<file path="src/rtl/ecc_verdict_sink.sv">
// Receive end of the RS(544,522) over-capability verdict path: queues per-codeword verdicts,
// aligns them with output frames, reports pass/fail and keeps decode statistics (ECC_STATS_EN).
module ecc_verdict_sink #(
  parameter int DEPTH = 4,
  parameter int CNT_W = 32
) (
  input  logic             clk_i,
  input  logic             rst_i,
  input  logic             result_valid_i,
  input  logic             exceed_i,
  input  logic [3:0]       root_cnt_i,
  input  logic             out_valid_i,
  input  logic             out_sop_i,
  input  logic             out_eop_i,
  input  logic             clear_stats_i,
  output logic             frame_fail_o,
  output logic [3:0]       frame_roots_o,
  output logic             status_valid_o,
  output logic             overflow_o,
  output logic             underflow_o,
  output logic             proto_err_o,
  output logic [CNT_W-1:0] cw_total_o,
  output logic [CNT_W-1:0] cw_fail_o,
  output logic [CNT_W-1:0] sym_corr_o
);

  localparam int PW = $clog2(DEPTH);
  localparam int CW = PW + 1;

  typedef enum logic {S_IDLE, S_FRAME} state_e;

  state_e        state;
  logic          rv_q;
  logic [4:0]    mem [DEPTH];
  logic [PW-1:0] wr_ptr, rd_ptr;
  logic [CW-1:0] count;

  logic       push, pop, empty, full, push_ok, pop_ok;
  logic       beat_sop, beat_eop, close_old, close_new;
  logic [4:0] head;
  logic       new_fail;
  logic [3:0] new_roots;

  assign beat_sop = out_valid_i & out_sop_i;
  assign beat_eop = out_valid_i & out_eop_i;
  assign push     = result_valid_i & ~rv_q;
  assign pop      = beat_sop;
  assign empty    = (count == '0);
  assign full     = (count == CW'(DEPTH));
  assign pop_ok   = pop & ~empty;
  // A full FIFO still accepts a push when a pop frees the slot in the same cycle.
  assign push_ok  = push & (~full | pop_ok);

  // NOTE: every always_comb output gets a value on every path, otherwise a latch is inferred.
  always_comb begin
    head      = mem[rd_ptr];
    new_fail  = empty | head[4];
    new_roots = new_fail ? 4'd0 : head[3:0];
    close_old = (state == S_FRAME) & (beat_sop | beat_eop);
    close_new = beat_sop & beat_eop;
  end

  // NOTE: storage array has no reset; occupancy and pointers alone define what is valid.
  always_ff @(posedge clk_i) begin
    if (push_ok) mem[wr_ptr] <= {exceed_i, root_cnt_i};
  end

  // NOTE: sequential state uses non-blocking assignments so all flops update from pre-edge values.
  always_ff @(posedge clk_i or posedge rst_i) begin
    if (rst_i) begin
      state          <= S_IDLE;
      rv_q           <= 1'b0;
      wr_ptr         <= '0;
      rd_ptr         <= '0;
      count          <= '0;
      frame_fail_o   <= 1'b0;
      frame_roots_o  <= 4'd0;
      status_valid_o <= 1'b0;
      overflow_o     <= 1'b0;
      underflow_o    <= 1'b0;
      proto_err_o    <= 1'b0;
    end else begin
      rv_q <= result_valid_i;
      if (push_ok) wr_ptr <= wr_ptr + 1'b1;
      if (pop_ok)  rd_ptr <= rd_ptr + 1'b1;
      count <= count + CW'(push_ok) - CW'(pop_ok);

      if (push & ~push_ok) overflow_o  <= 1'b1;
      if (pop & empty)     underflow_o <= 1'b1;

      status_valid_o <= close_old | close_new;
      if (beat_sop) begin
        frame_fail_o  <= new_fail;
        frame_roots_o <= new_roots;
      end

      case (state)
        S_IDLE: begin
          if (beat_sop)      state <= beat_eop ? S_IDLE : S_FRAME;
          else if (beat_eop) proto_err_o <= 1'b1;
        end
        S_FRAME: begin
          if (beat_sop) begin
            proto_err_o <= 1'b1;
            state       <= beat_eop ? S_IDLE : S_FRAME;
          end else if (beat_eop) begin
            state <= S_IDLE;
          end
        end
        default: state <= S_IDLE;
      endcase
    end
  end

`ifdef ECC_STATS_EN
  logic [1:0] n_done, n_fail;
  logic [4:0] roots_add;

  function automatic logic [CNT_W-1:0] sat_add(input logic [CNT_W-1:0] a,
                                               input logic [CNT_W-1:0] b);
    logic [CNT_W:0] s;
    s = {1'b0, a} + {1'b0, b};
    return s[CNT_W] ? '1 : s[CNT_W-1:0];
  endfunction

  // Up to two frames can close in one cycle: the open one and a single-beat new one.
  always_comb begin
    n_done    = 2'(close_old) + 2'(close_new);
    n_fail    = 2'(close_old & frame_fail_o) + 2'(close_new & new_fail);
    roots_add = 5'(close_old ? frame_roots_o : 4'd0) + 5'(close_new ? new_roots : 4'd0);
  end

  always_ff @(posedge clk_i or posedge rst_i) begin
    if (rst_i) begin
      cw_total_o <= '0;
      cw_fail_o  <= '0;
      sym_corr_o <= '0;
    end else if (clear_stats_i) begin
      cw_total_o <= '0;
      cw_fail_o  <= '0;
      sym_corr_o <= '0;
    end else begin
      cw_total_o <= sat_add(cw_total_o, CNT_W'(n_done));
      cw_fail_o  <= sat_add(cw_fail_o,  CNT_W'(n_fail));
      sym_corr_o <= sat_add(sym_corr_o, CNT_W'(roots_add));
    end
  end
`else
  logic unused_clear_stats;
  assign unused_clear_stats = clear_stats_i;
  assign cw_total_o = '0;
  assign cw_fail_o  = '0;
  assign sym_corr_o = '0;
`endif

endmodule
</file>
<file path="config.mk">
export PLATFORM = sky130hd
export DESIGN_NAME = ecc_verdict_sink
export DESIGN_NICKNAME = d
export VERILOG_FILES = /design/src/rtl/ecc_verdict_sink.sv
export SDC_FILE = /design/constraint.sdc
export NUM_CORES = 1
export LEC_CHECK = 0
export BUFFER_PORTS_ARGS = -buffer_cell sky130_fd_sc_hd__buf_2
export CORE_ASPECT_RATIO = 0.75
export CORE_MARGIN = 2
export CORE_UTILIZATION = 30
export CTS_CLUSTER_SIZE = 20
export DETAILED_ROUTE_END_ITERATION = 10
export PLACE_DENSITY = 0.55
export SYNTH_ARGS = -nofsm -noshare
export SYNTH_HDL_FRONTEND = slang
export SYNTH_SLANG_ARGS = --single-unit
</file>
<file path="constraint.sdc">
create_clock -name clk_i -period 5.3 [get_ports clk_i]
set_input_delay 0.53 -clock clk_i [delete_from_list [all_inputs] [get_ports clk_i]]
set_output_delay 0.53 -clock clk_i [all_outputs]
set_load 0.03 [all_outputs]
</file>
# ---- Word-level counts from Yosys, hierarchy flattened
# Memories as Yosys holds them, arrays and structs flattened.
# Index checks and enable logic that the tools add are counted.
dict set report op_classes {
  addsub 4
  n_eq_ne 4
  muxes 10
  bitwise 18
  n_reduce_logical 2
}
# cell n
set ops {}
lappend ops {{$and A1 B1 Y1} 9}
lappend ops {{$mux W1} 7}
lappend ops {{$not A1 Y1} 5}
lappend ops {{$add A2 B1 Y2 const B} 2}
lappend ops {{$mux W4} 1}
lappend ops {{$ne A2 B2 Y1 const B} 2}
lappend ops {{$or A1 B1 Y1} 4}
lappend ops {{$pmux W1 S2} 2}
lappend ops {{$add A3 B1 Y3} 1}
lappend ops {{$eq A3 B3 Y1 const B} 1}
lappend ops {{$logic_not A3 Y1} 1}
lappend ops {{$reduce_and A3 Y1} 1}
lappend ops {{$sub A3 B1 Y3} 1}
lappend ops {{$ne A2 B1 Y1 const B} 1}
dict set report totals {
  ff_bits 18
  ramBits 20
  in_bits 12
  out_inout_bits 105
  word_cells 50
  mem_count 1
}
# memory words width rd rd_clocked_by_memory_dff wr line
set memory_table {}
lappend memory_table {mem 4 5 1 0 1 34} ;# logic [4:0] mem [DEPTH];

# ---- Logic depth before layout (Yosys ltp)
# Gate-level depths: netlist (run 1).
dict set report logic_depth {
  word_depth 7
  ltp_mapped 9
  depth_no_buf 9
}

# ---- Least setup slack after synthesis (run 1)
# OpenSTA, ideal clock, no wires.
dict set report synth_timing {
  kind {input to register}
  start {in out_valid_i}
  end {reg count[2]}
  setup_time_ps 123
  t_arrival_ps 2280
  required_ps 5177
  path_slack_ps 2897
  path_stages 9
  path_buffers 0
  cell_sequence {nand2_1 -> a311oi_2 -> inv_1 -> ha_1 -> inv_1 -> ha_1 -> fa_1 -> xnor2_1 -> xnor2_1}
}
dict set report synth_between {
  elab_chain_len 6
}
# element line
set synth_lines {}
lappend synth_lines {{from (decl)} 12} ;# input logic out_valid_i,
lappend synth_lines {{$and A1 B1 Y1 *} 44} ;# assign beat_sop = out_valid_i & out_sop_i;
lappend synth_lines {{$and A1 B1 Y1 *} 50} ;# assign pop_ok = pop & ~empty;
lappend synth_lines {{$or A1 B1 Y1} 52} ;# assign push_ok = push & (~full | pop_ok);
lappend synth_lines {{$and A1 B1 Y1} 52}
lappend synth_lines {{$add A3 B1 Y3} 86} ;# count <= count + CW'(push_ok) - CW'(pop_ok);
lappend synth_lines {{$sub A3 B1 Y3 *} 86}
lappend synth_lines {{to (signal assigned)} 86}
lappend synth_lines {{to (decl)} 36} ;# logic [CW-1:0] count;
# Mark *: on every way between the ends. The rest lies on a longest branch, timed or not.
# A chain may end at the register's enable or synchronous reset.

# ---- Worst setup path in the final report (run 1)
# Ends and elaborated chain as after synthesis.

==> results by group, run 1 <==
Floorplan
  – Core box area: 7400 um2
  – Starting density of the core: between 30% and 40%
  – Die Y: approximately 80 um
  – Die Width: 105 um
  – Die ar.: 8450 um2
  – Rows: 27
  – Ports: 117

Hold path
  – Hold WC Path Type: primary input to async pin

Cells and area
  – Non-Filler Instances: 325
  – Ant. Diodes: 0
  – Layout Area Growth over Synthesis: -3.29%
  – Proportion of layout cells with a drive suffix above 1: 13.8%
  – Net total in the final layout: 242

Clock network
  – Post-CTS sizing: 0
  – Post-CTS setup buffers: 0
  – Worst-skew pair later-pin latency: 0.29 ns
  – H-tree Lvls: 2
  – CTS tree: yes
  – Clk slew on worst S/H paths: 0.08 ns
  – Clk sinks: 38
  – Max Root-Sink Buffers: 2
  – CTS buffer count: 5
  – Post-CTS Hold Buffers: 0
  – Clock root cell: clkbuf_8

Global route
  – First-pass GRT wire length: 4940 um
  – Gr ovfl total: 0
  – Largest net degree at the start of global routing: 19
  – Antenna violations before repair: 0
  – GRT Util Overall: 8.08%
  – Number of global-route vias before repair: 979

Yosys
  – Number of synthesized flops with an enable pin: 20
  – Yosys top cell by area: buf_4
  – Synth top cells by count: 96 x buf_4, 20 x edfxtp_1, 18 x dfrtp_1
  – Synth Instances: 201
  – Async S/R FF share, synth: 47.4%
  – Synth Register Bits: 38
  – Top post-synthesis cells by area: buf_4 31%, edfxtp_1 26%, dfrtp_1 19%
  – Most used standard cell by instance count after synthesis: buf_4
  – Mapped Avg Cell Area: 11.5 um2
  – Synth top area share: 31.1%
  – Top_reg_cell synth: edfxtp_1
  – Cell Area, Synth: 2320 um2
  – Yosys warns: 0
  – Register area share after synthesis: around 45%
  – Distinct cells, synth: 28

Pwr
  – Worst vdd ir: 0.156 mV
  – Pwr Density: around 450 nW/um2
  – Overall Power: 1.00 mW
  – LEAKAGE: roughly 1.1 nW

Route
  – Drt drc: 0
  – Drt wl/cell: 10.0 um
  – Vias: 1090
  – Number of vias per cell: between 3 and 4
  – Post-route ant nets: 0
  – Pre-antenna DRT Iters: 4
  – Detailed router's first-iteration violation count: 42
  – Detailed Route WL: 3250 um

STA
  – RSZ-0062 raised after global routing: false
  – Hold Slack: 0.331 ns
  – Setup TNS: 0 ns
  – Final Critical Period: 2.51 ns
  – Fin Clk Skew: 0.00572 ns
  – Final Cycle Share: 47.3%
  – Max-slew violations: 0
  – Measured slew at the worst slew-check pin: 0.680 ns
  – Relative slew slack: 54.6%
  – Fmax: 399 MHz
  – Final setup vio count: 0
  – Fin. Hold Viols: 0

Critical path
  – Worst Setup Path Type: primary input to flip-flop
  – Crit end category: flip-flop
  – WP data arrival: approximately 2.7 ns
  – Crit path launch type: primary input
  – WP data required: 5.48 ns
  – Crit-path max FO: 7

Placement
  – Placed cells: 317
  – Gpl congestion: between 0.6 and 0.7
  – PortBufs: 19
  – DP Wirelength: 2600 um

Status
  – Outcome: completed

Flow run
  – Maxcap violations: 0
## per-stage QoR
step           area (um2)  worst slack [ns]  utilization (%)
6_report             2240              2.79             30.3
5_1_grt              2240              2.58             30.3
4_1_cts              2240              2.76             30.3
3_5_place_dp         2160              2.43             29.1
3_3_place_gp         2160              2.48             29.1
2_1_floorplan        2670              2.90                -
## flip-flops by register name (all words and copies together) (netlist names)
register and flops:
frame_fail_o 1, count 3, state 1, underflow_o 1, rd_ptr 2, mem 20
rv_q 1, frame_roots_o 4, proto_err_o 1, status_valid_o 1, wr_ptr 2, overflow_o 1
## path summary, 6_finish.rpt
| kind | cells past startpoint | startpoint | slack (ns) | end |
|---|---|---|---|---|
| setup / recovery | 10 | out_valid_i | 2.79 | count[2] |
| hold / removal | 2 | rst_i | 0.33 | frame_fail_o |
| setup reg to reg | 9 | count[1] | 2.89 | count[2] |
| hold reg to reg | 1 | proto_err_o | 0.46 | proto_err_o |
| max in group asynchronous | 2 | rst_i | 4.53 | frame_roots_o[2] |
| min in group clk_i | 1 | result_valid_i | 0.36 | rv_q |
## kinds of logic (layout without fill, tap and decap cells)
family                     after synthesis  in the layout  synth area share [%]
buffers and inverters                  107             35                  33.2
AOI/OAI and AO/OA                       13             13                  4.00
and+or+nand+nor                         23             23                  4.64
other                                    1             96                 0.162
DFF                                     38             38                  45.4
muxes                                    7              7                  6.64
xor gates and xnor gates                 5              5                  1.89
adders and majority gates                7              7                  4.10
## cell usage in the layout (no fill, tap or decap)
master,instances
a21boi_0,1
a21o_1,2
a21oi_1,1
a311oi_2,1
a41o_1,1
and2_1,5
buf_2,19
clkbuf_8,5
clkinv_1,1
clkinv_2,1
clkinvlp_4,1
conb_1,96
dfrtp_1,18
edfxtp_1,20
fa_1,1
ha_1,6
inv_1,8
mux2_2,1
mux2_4,1
mux4_1,4
mux4_2,1
nand2_1,12
nand2b_1,1
nor2_1,3
nor3_1,1
o21ai_0,6
o311a_1,1
or2_4,1
xnor2_1,4
xor2_1,1
## cell type report
type | instances | area (um2)
well taps | 101 | 126
fillers | 755 | 5160
multi-input cells | 151 | 853
repair buffers | 19 | 95.1
inverters | 8 | 30.0
clock buffers | 5 | 68.8
clock inverters | 3 | 16.3
flip-flops and latches | 38 | 1050
## power by group
part	leakage, nW	switching, mW	total [mW]	internal (mW)
clock network	0.0416	0.102	0.192	0.0900
logic	0.629	0.237	0.359	0.121
registers	0.394	0.0661	0.451	0.385
## per-layer routing
| layer | GRT usage [%] | vias up | wire, um |
|---|---|---|---|
| met3 | 3.90 | 3 | 317 |
| met2 | 12.1 | 58 | 1500 |
| met1 | 9.98 | 519 | 1400 |
| li1 | - | 510 | - |
| met5 | 0 | - | 0 |
| met4 | 3.20 | 0 | 23 |
## worst max-delay path: stages
cell,delay (ns)
buf_2,0.13
nand2_1,0.20
a311oi_2,0.55
inv_1,0.10
ha_1,0.29
inv_1,0.04
ha_1,0.18
fa_1,0.40
xnor2_1,0.14
xnor2_1,0.12
Power figures use the tool's default switching activity.
==> run 2, diff against run 1 <==
Settings changed: ABC_AREA from default to 1, PLACE_DENSITY 0.55 to 0.56.
Clock period 5.3 ns to 2.2 ns, I/O delays scaled along.
==> results by group, run 2 <==
Status
  – Outcome: completed

STA
  – Setup TNS: 0 ns (unchanged)
  – Fmax: 489 MHz
  – Final Critical Period: between 2 and 2.5 ns
  – Fin. Hold Viols: 0 (unchanged)
  – Final Cycle Share: roughly 93%
  – Relative slew slack: 55.3% (+0.75 points)
  – Measured slew at the worst slew-check pin: 0.669 ns (-0.0112 ns)
  – Post-route setup slack: 0.157 ns (-2.64 ns)
  – Max-slew violations: 0 (unchanged)
  – Final setup vio count: 0 (unchanged)
  – RSZ-0062 raised after global routing: false
  – Hold Slack: 0.0196 ns (-0.311 ns)
  – Fin Clk Skew: 0.00606 ns (+0.000336 ns)

Cells and area
  – Layout filler cell count: 820 (+8.6%)
  – Sequential Area: 1050 um2 (unchanged)
  – Commonest non-fill, non-tap cell in the layout: conb_1
  – Largest register FFs: 20 (unchanged)
  – Most flops, register: mem
  – Net total in the final layout: 290 (+20%)
  – Area of the multi-input gates: 866 um2 (+1.5%)
  – Most frequent cells in the layout: 96 x conb_1, 26 x nor2_1, 22 x nand2_1
  – Top flop regs: mem x20, frame_roots_o x4, count x3
  – Ant. Diodes: 0 (unchanged)
  – Layout Area Growth over Synthesis: -2.41%
  – Proportion of layout cells with a drive suffix above 1: 14.7% (+0.87 points)
  – Post-route cell area: 2330 um2 (+4.0%)

Global route
  – Number of global-route vias before repair: 1022 (+4.4%)
  – Largest net degree at the start of global routing: 19 (unchanged)
  – First-pass GRT wire length: 4800 um (-2.8%)
  – GRT Util Overall: 7.48% (-0.59 points)
  – Gr ovfl total: 0 (unchanged)
  – Antenna violations before repair: 0 (unchanged)

Clock network
  – H-tree Lvls: 2 (unchanged)
  – Clock root cell: clkbuf_8
  – CTS buffer count: 5 (unchanged)
  – Post-CTS sizing: 0 (unchanged)
  – Clk slew on worst S/H paths: 0.07 ns (about the same)
  – Post-CTS Hold Buffers: 0 (unchanged)
  – Post-CTS setup buffers: 0 (unchanged)
  – Max Root-Sink Buffers: 2 (unchanged)
  – Clk sinks: 38 (unchanged)
  – CTS tree: yes
  – Worst-skew pair later-pin latency: 0.28 ns (about the same)

Yosys
  – Cell Area, Synth: 2390 um2 (+3.0%)
  – Top_reg_cell synth: edfxtp_1
  – Most used standard cell by instance count after synthesis: buf_4
  – Yosys top cell by area: buf_4
  – Synth Register Bits: 38 (unchanged)
  – Register area share after synthesis: 44.0% (-1.3 points)
  – Number of synthesized flops with an enable pin: 20 (unchanged)
  – Distinct cells, synth: 24 (-14%)
  – Synth top cells by count: 97 x buf_4, 27 x nor2_1, 23 x nand2_1
  – Mapped Avg Cell Area: 9.67 um2 (-16%)
  – Synth Instances: 247 (+23%)
  – Async S/R FF share, synth: 47.4% (unchanged)
  – Top post-synthesis cells by area: buf_4 31%, edfxtp_1 25%, dfrtp_1 19%
  – Yosys warns: 0 (unchanged)
  – Synth top area share: 30.5% (-0.60 points)

Pwr
  – Switching pwr: 1.05 mW (+160%)
  – Comb power frac: 39.5% (+3.7 points)
  – Overall Power: 2.47 mW (+150%)
  – Sequential Power Share: 42.6% (-2.4 points)
  – P_int: 1.42 mW (+140%)
  – LEAKAGE: 1.18 nW (+11%)
  – Net Sw Frac: 42.6% (+2.2 points)
  – Worst vdd ir: 0.580 mV (+270%)
  – Pwr Density: 1060 nW/um2 (+140%)
  – Clock power frac: 17.9% (-1.3 points)

Route
  – Post-route ant nets: 0 (unchanged)
  – Detailed Route WL: 3130 um (-3.7%)
  – Number of vias per cell: 3.33 (-0.74%)
  – Drt drc: 0 (unchanged)
  – Drt wl/cell: 8.30 um (-17%)
  – Vias: 1255 (+15%)
  – Detailed router's first-iteration violation count: 54 (+29%)
  – Pre-antenna DRT Iters: 4 (unchanged)

Placement
  – Gpl congestion: 0.775 (+16%)
  – PortBufs: 19 (unchanged)
  – DP Wirelength: 2490 um (-4.2%)
  – Area after DPL: 2230 um2 (+3.7%)
  – Dpl ws: 0.0842 ns (-2.35 ns)

Floorplan
  – Rows: 28 (+3.7%)
  – Die Y: 81.3 um (+1.4%)
  – Starting density of the core: 30.6% (-0.76 points)
  – Die ar.: 8690 um2 (+2.9%)
  – Die Width: 107 um (+1.4%)
  – Ports: 117 (unchanged)
  – Core box area: 7810 um2 (+5.6%)

Hold path
  – Hold WC Path Type: primary input to async pin

Critical path
  – Worst Path Buf+Inv: 2 (-1)
  – CP cell instances: nor2_2 > nand2_2 > nand2_4 > inv_1 > ha_1 > inv_1 > ha_1 > fa_2 > xnor2_2 > xor2_1
  – Worst Setup Path Type: flip-flop to flip-flop
  – Largest delay contributor family on the critical path: adder cells
  – Crit end category: flip-flop
  – WP data required: 2.36 ns (-3.12 ns)
  – Crit path launch type: flip-flop
  – Worst path max stage delay: 0.41 ns (-0.14 ns)
  – WP data arrival: 2.20 ns (-0.49 ns)
  – CP max-delay cell: dfrtp_1
  – Crit-path max FO: 3 (-4)

Flow run
  – Maxcap violations: 0 (unchanged)
run 2: changes by cell type in the layout (fill, tap and decap cells not counted), moves of 3 or more:
| cell | change |
|---|---|
| mux4_1 | -4 |
| o21ai_0 | +3 |
| nand2_1 | +10 |
| inv_1 | +13 |
| and2_1 | -5 |
| nand2_4 | +3 |
| nand2_2 | +3 |
| xnor2_1 | -4 |
| nor2_1 | +23 |
run 2: area by class of cell:
cell class,instances,share of cell area (%)
clock buffers,7,3.28
clock inverters,1,0.161
inverters,23,3.92
multi-input cells,182,37.2
flip-flops and latches,38,45.1
well taps,105,5.64
repair buffers,21,4.73
run 2: metal layers:
metal	track usage [%]	part of all wire (%)	vias to the layer above
met5	0	0	-
li1	-	-	618
met4	3.51	1.3	0
met3	2.41	6.7	4
met1	9.39	44	570
met2	11.8	48	63
run 2: cells by family after synthesis:
logic type | Yosys count | share of synthesized area, %
flip-flops | 38 | 44.0
other | 1 | 0.157
XOR/XNOR | 4 | 1.47
AO/OA/AOI/OAI | 15 | 3.51
adder cells (fa/ha/maj) | 7 | 3.98
AND/OR/NAND/NOR | 60 | 11.6
buffers and inverters | 122 | 35.3
run 2: final timing paths:
path | startpoint | end | slack [ns] | cells past startpoint
worst max-delay path | count[1] | count[2] | 0.16 | 10
worst min register to register | rv_q | overflow_o | 0.46 | 1
worst min-delay path | rst_i | wr_ptr[1] | 0.02 | 2
max in group asynchronous | rst_i | frame_roots_o[3] | 1.75 | 2
worst max register to register | count[1] | count[2] | 0.16 | 10
min in group clk_i | result_valid_i | rv_q | 0.06 | 1
run 2: per-stage QoR:
stage	util [%]	std cells
6_report	29.8	377
5_1_grt	29.8	377
3_3_place_gp	28.6	369
3_5_place_dp	28.6	369
4_1_cts	29.6	377
2_1_floorplan	-	342
run 2: worst reg2reg max path, stage by stage, from the launching register on:
cell and delay, ns:
dfrtp_1 0.41, nor2_2 0.13, nand2_2 0.09, nand2_4 0.06
inv_1 0.05, ha_1 0.26, inv_1 0.04, ha_1 0.19
fa_2 0.39, xnor2_2 0.15, xor2_1 0.16
run 2: power groups by stage:
stage | Combinational [mW] | Clock (mW) | Sequential, mW
final | 0.976 | 0.443 | 1.05
after global routing | 1.10 | 0.488 | 1.08
after CTS | 0.963 | 0.458 | 1.05
after detailed placement | 0.960 | 0 | 1.07
after global placement | 0.943 | 0 | 1.06
after floorplan | 0.881 | 0 | 1.11
==> run 3, diff against run 2 <==
Settings changed: HOLD_SLACK_MARGIN from default to 0.15.
==> results by group, run 3 (same netlist as run 2, synthesis figures left out) <==
Pwr
  – Pwr Density: 1040 nW/um2 (-2.3%)
  – Overall Power: 2.48 mW (+0.32%)
  – Worst vdd ir: 0.583 mV (+0.56%)
  – LEAKAGE: 1.21 nW (+2.1%)

Global route
  – Antenna violations before repair: 0 (unchanged)
  – Number of global-route vias before repair: 1055 (+3.2%)
  – GRT Util Overall: 7.53% (+0.052 points)
  – Largest net degree at the start of global routing: 19 (unchanged)
  – Gr ovfl total: 0 (unchanged)
  – First-pass GRT wire length: 4850 um (+1.0%)

Route
  – Drt drc: 0 (unchanged)
  – Number of vias per cell: 3.36 (+0.86%)
  – Detailed Route WL: 3190 um (+1.8%)
  – Pre-antenna DRT Iters: 4 (unchanged)
  – Detailed router's first-iteration violation count: 54 (unchanged)
  – Drt wl/cell: 8.32 um (+0.23%)
  – Vias: 1286 (+2.5%)
  – Post-route ant nets: 0 (unchanged)

Floorplan
  – Starting density of the core: 30.6% (unchanged)
  – Ports: 117 (unchanged)
  – Die Y: 81.3 um (unchanged)
  – Die ar.: 8690 um2 (unchanged)
  – Rows: 28 (unchanged)
  – Die Width: 107 um (unchanged)
  – Core box area: 7810 um2 (unchanged)

Placement
  – Gpl congestion: 0.775 (unchanged)
  – Placed cells: 369 (unchanged)
  – PortBufs: 19 (unchanged)
  – DP Wirelength: 2490 um (unchanged)

Cells and area
  – Non-Filler Instances: 383 (+1.6%)
  – Commonest non-fill, non-tap cell in the layout: conb_1
  – Net total in the final layout: 296 (+2.1%)
  – Ant. Diodes: 0 (unchanged)
  – Proportion of layout cells with a drive suffix above 1: 14.7% (+0.042 points)
  – Most frequent cells in the layout: 96 x conb_1, 25 x nor2_1, 22 x nand2_1
  – Top flop regs: mem x20, frame_roots_o x4, count x3
  – Most flops, register: mem
  – Final Util: 30.6% (+0.80 points)
  – Layout Area Growth over Synthesis: 0.209%
  – Largest register FFs: 20 (unchanged)

Clock network
  – CTS tree: yes
  – Post-CTS setup buffers: 0 (unchanged)
  – Clk slew on worst S/H paths: 0.07 ns (about the same)
  – H-tree Lvls: 2 (unchanged)
  – Worst-skew pair later-pin latency: 0.28 ns (about the same)
  – Max Root-Sink Buffers: 2 (unchanged)
  – CTS buffer count: 5 (unchanged)
  – Clock root cell: clkbuf_8
  – Clk sinks: 38 (unchanged)

STA
  – Final Cycle Share: 95.4% (+2.5 points)
  – Final setup vio count: 0 (unchanged)
  – Max-slew violations: 0 (unchanged)
  – Setup TNS: 0 ns (unchanged)
  – Fin Clk Skew: 0.00487 ns (-0.00119 ns)
  – RSZ-0062 raised after global routing: false
  – Fin. Hold Viols: 0 (unchanged)
  – Measured slew at the worst slew-check pin: 0.667 ns (-0.00251 ns)
  – Final Critical Period: 2.10 ns (+0.0553 ns)
  – Hold Slack: 0.160 ns (+0.140 ns)
  – Fmax: 477 MHz (-2.6%)
  – Relative slew slack: 55.5% (+0.17 points)

Flow run
  – Maxcap violations: 0 (unchanged)

Critical path
  – WP data arrival: 2.26 ns (+0.06 ns)
  – CP max-delay cell: dlygate4sd3_1
  – Crit-path max FO: 2 (-1)
  – Crit path launch type: primary input
  – CP cell instances: dlygate4sd3_1 > buf_2 > inv_1 > nor2_2 > nand2_2 > ha_1 > inv_1 > ha_1 > fa_2 > xnor2_2 > xor2_1
  – Crit end category: flip-flop
  – Worst path max stage delay: 0.53 ns (+0.12 ns)
  – Worst Setup Path Type: primary input to flip-flop
  – WP data required: 2.36 ns (about the same)

Hold path
  – Hold WC Path Type: primary input to flip-flop

Status
  – Outcome: completed
-- run 3: changes by cell type in the layout (fill, tap and decap cells not counted), sizes merged --
cell | previous run | this run
dlygate4sd3 | 0 | 6
-- run 3: timing repair --
item                                   4_1_cts  5_1_grt
hold buffers                                 5        1
setup endpoints to repair                    0        1
gates resized for setup                      0        5
endpoints found under the hold margin       31        2
-- run 3: critical path, delay by kind of cell --
family                   cells  cell delay [ns]
XOR/XNOR                     2             0.31
AND/OR/NAND/NOR              2             0.15
adder cells (fa/ha/maj)      3             0.86
buffers and inverters        4             0.73
-- run 3: area by class of cell --
class	instances	area, um2
fill	815	5420
sequential	38	1050
multi-input combinational	182	868
timing repair buffer	27	170
tap	105	131
inverter	23	91.3
clock buffer	7	76.3
clock inverter	1	3.75
-- run 3: final timing paths --
path | depth (start not counted) | endpoint | slack, ns | from
min in group asynchronous | 3 | wr_ptr[1] | 0.57 | rst_i
setup / recovery | 11 | count[2] | 0.10 | result_valid_i
hold / removal | 1 | mem[2][3] | 0.16 | root_cnt_i[3]
max in group asynchronous | 3 | frame_roots_o[3] | 1.20 | rst_i
hold reg to reg | 2 | frame_roots_o[2] | 0.47 | frame_roots_o[2]
setup reg to reg | 10 | count[2] | 0.16 | count[1]
-- run 3: layer usage --
metal  wire length (um)  share of wire, %  GRT usage [%]  vias up
li1                   -                 -              -      632
met1               1360                43           9.30      587
met2               1580                49           12.1       63
met3                206               6.5           2.41        4
met4                 41               1.3           3.51        0
met5                  0                 0              0        -
-- run 3: report_power, final --
group / total, mW / switching [mW] / internal [mW]
Clock: 0.439 / 0.218 / 0.220
Sequential: 1.05 / 0.137 / 0.917
Combinational: 0.987 / 0.699 / 0.288
-- run 3: stage by stage --
stage               area, um2  setup WS (ns)
global route             2390         0.0172
CTS                      2360         0.0476
detailed placement       2230         0.0842
global placement         2230          0.121
floorplan                2740          0.160
finish                   2390          0.102
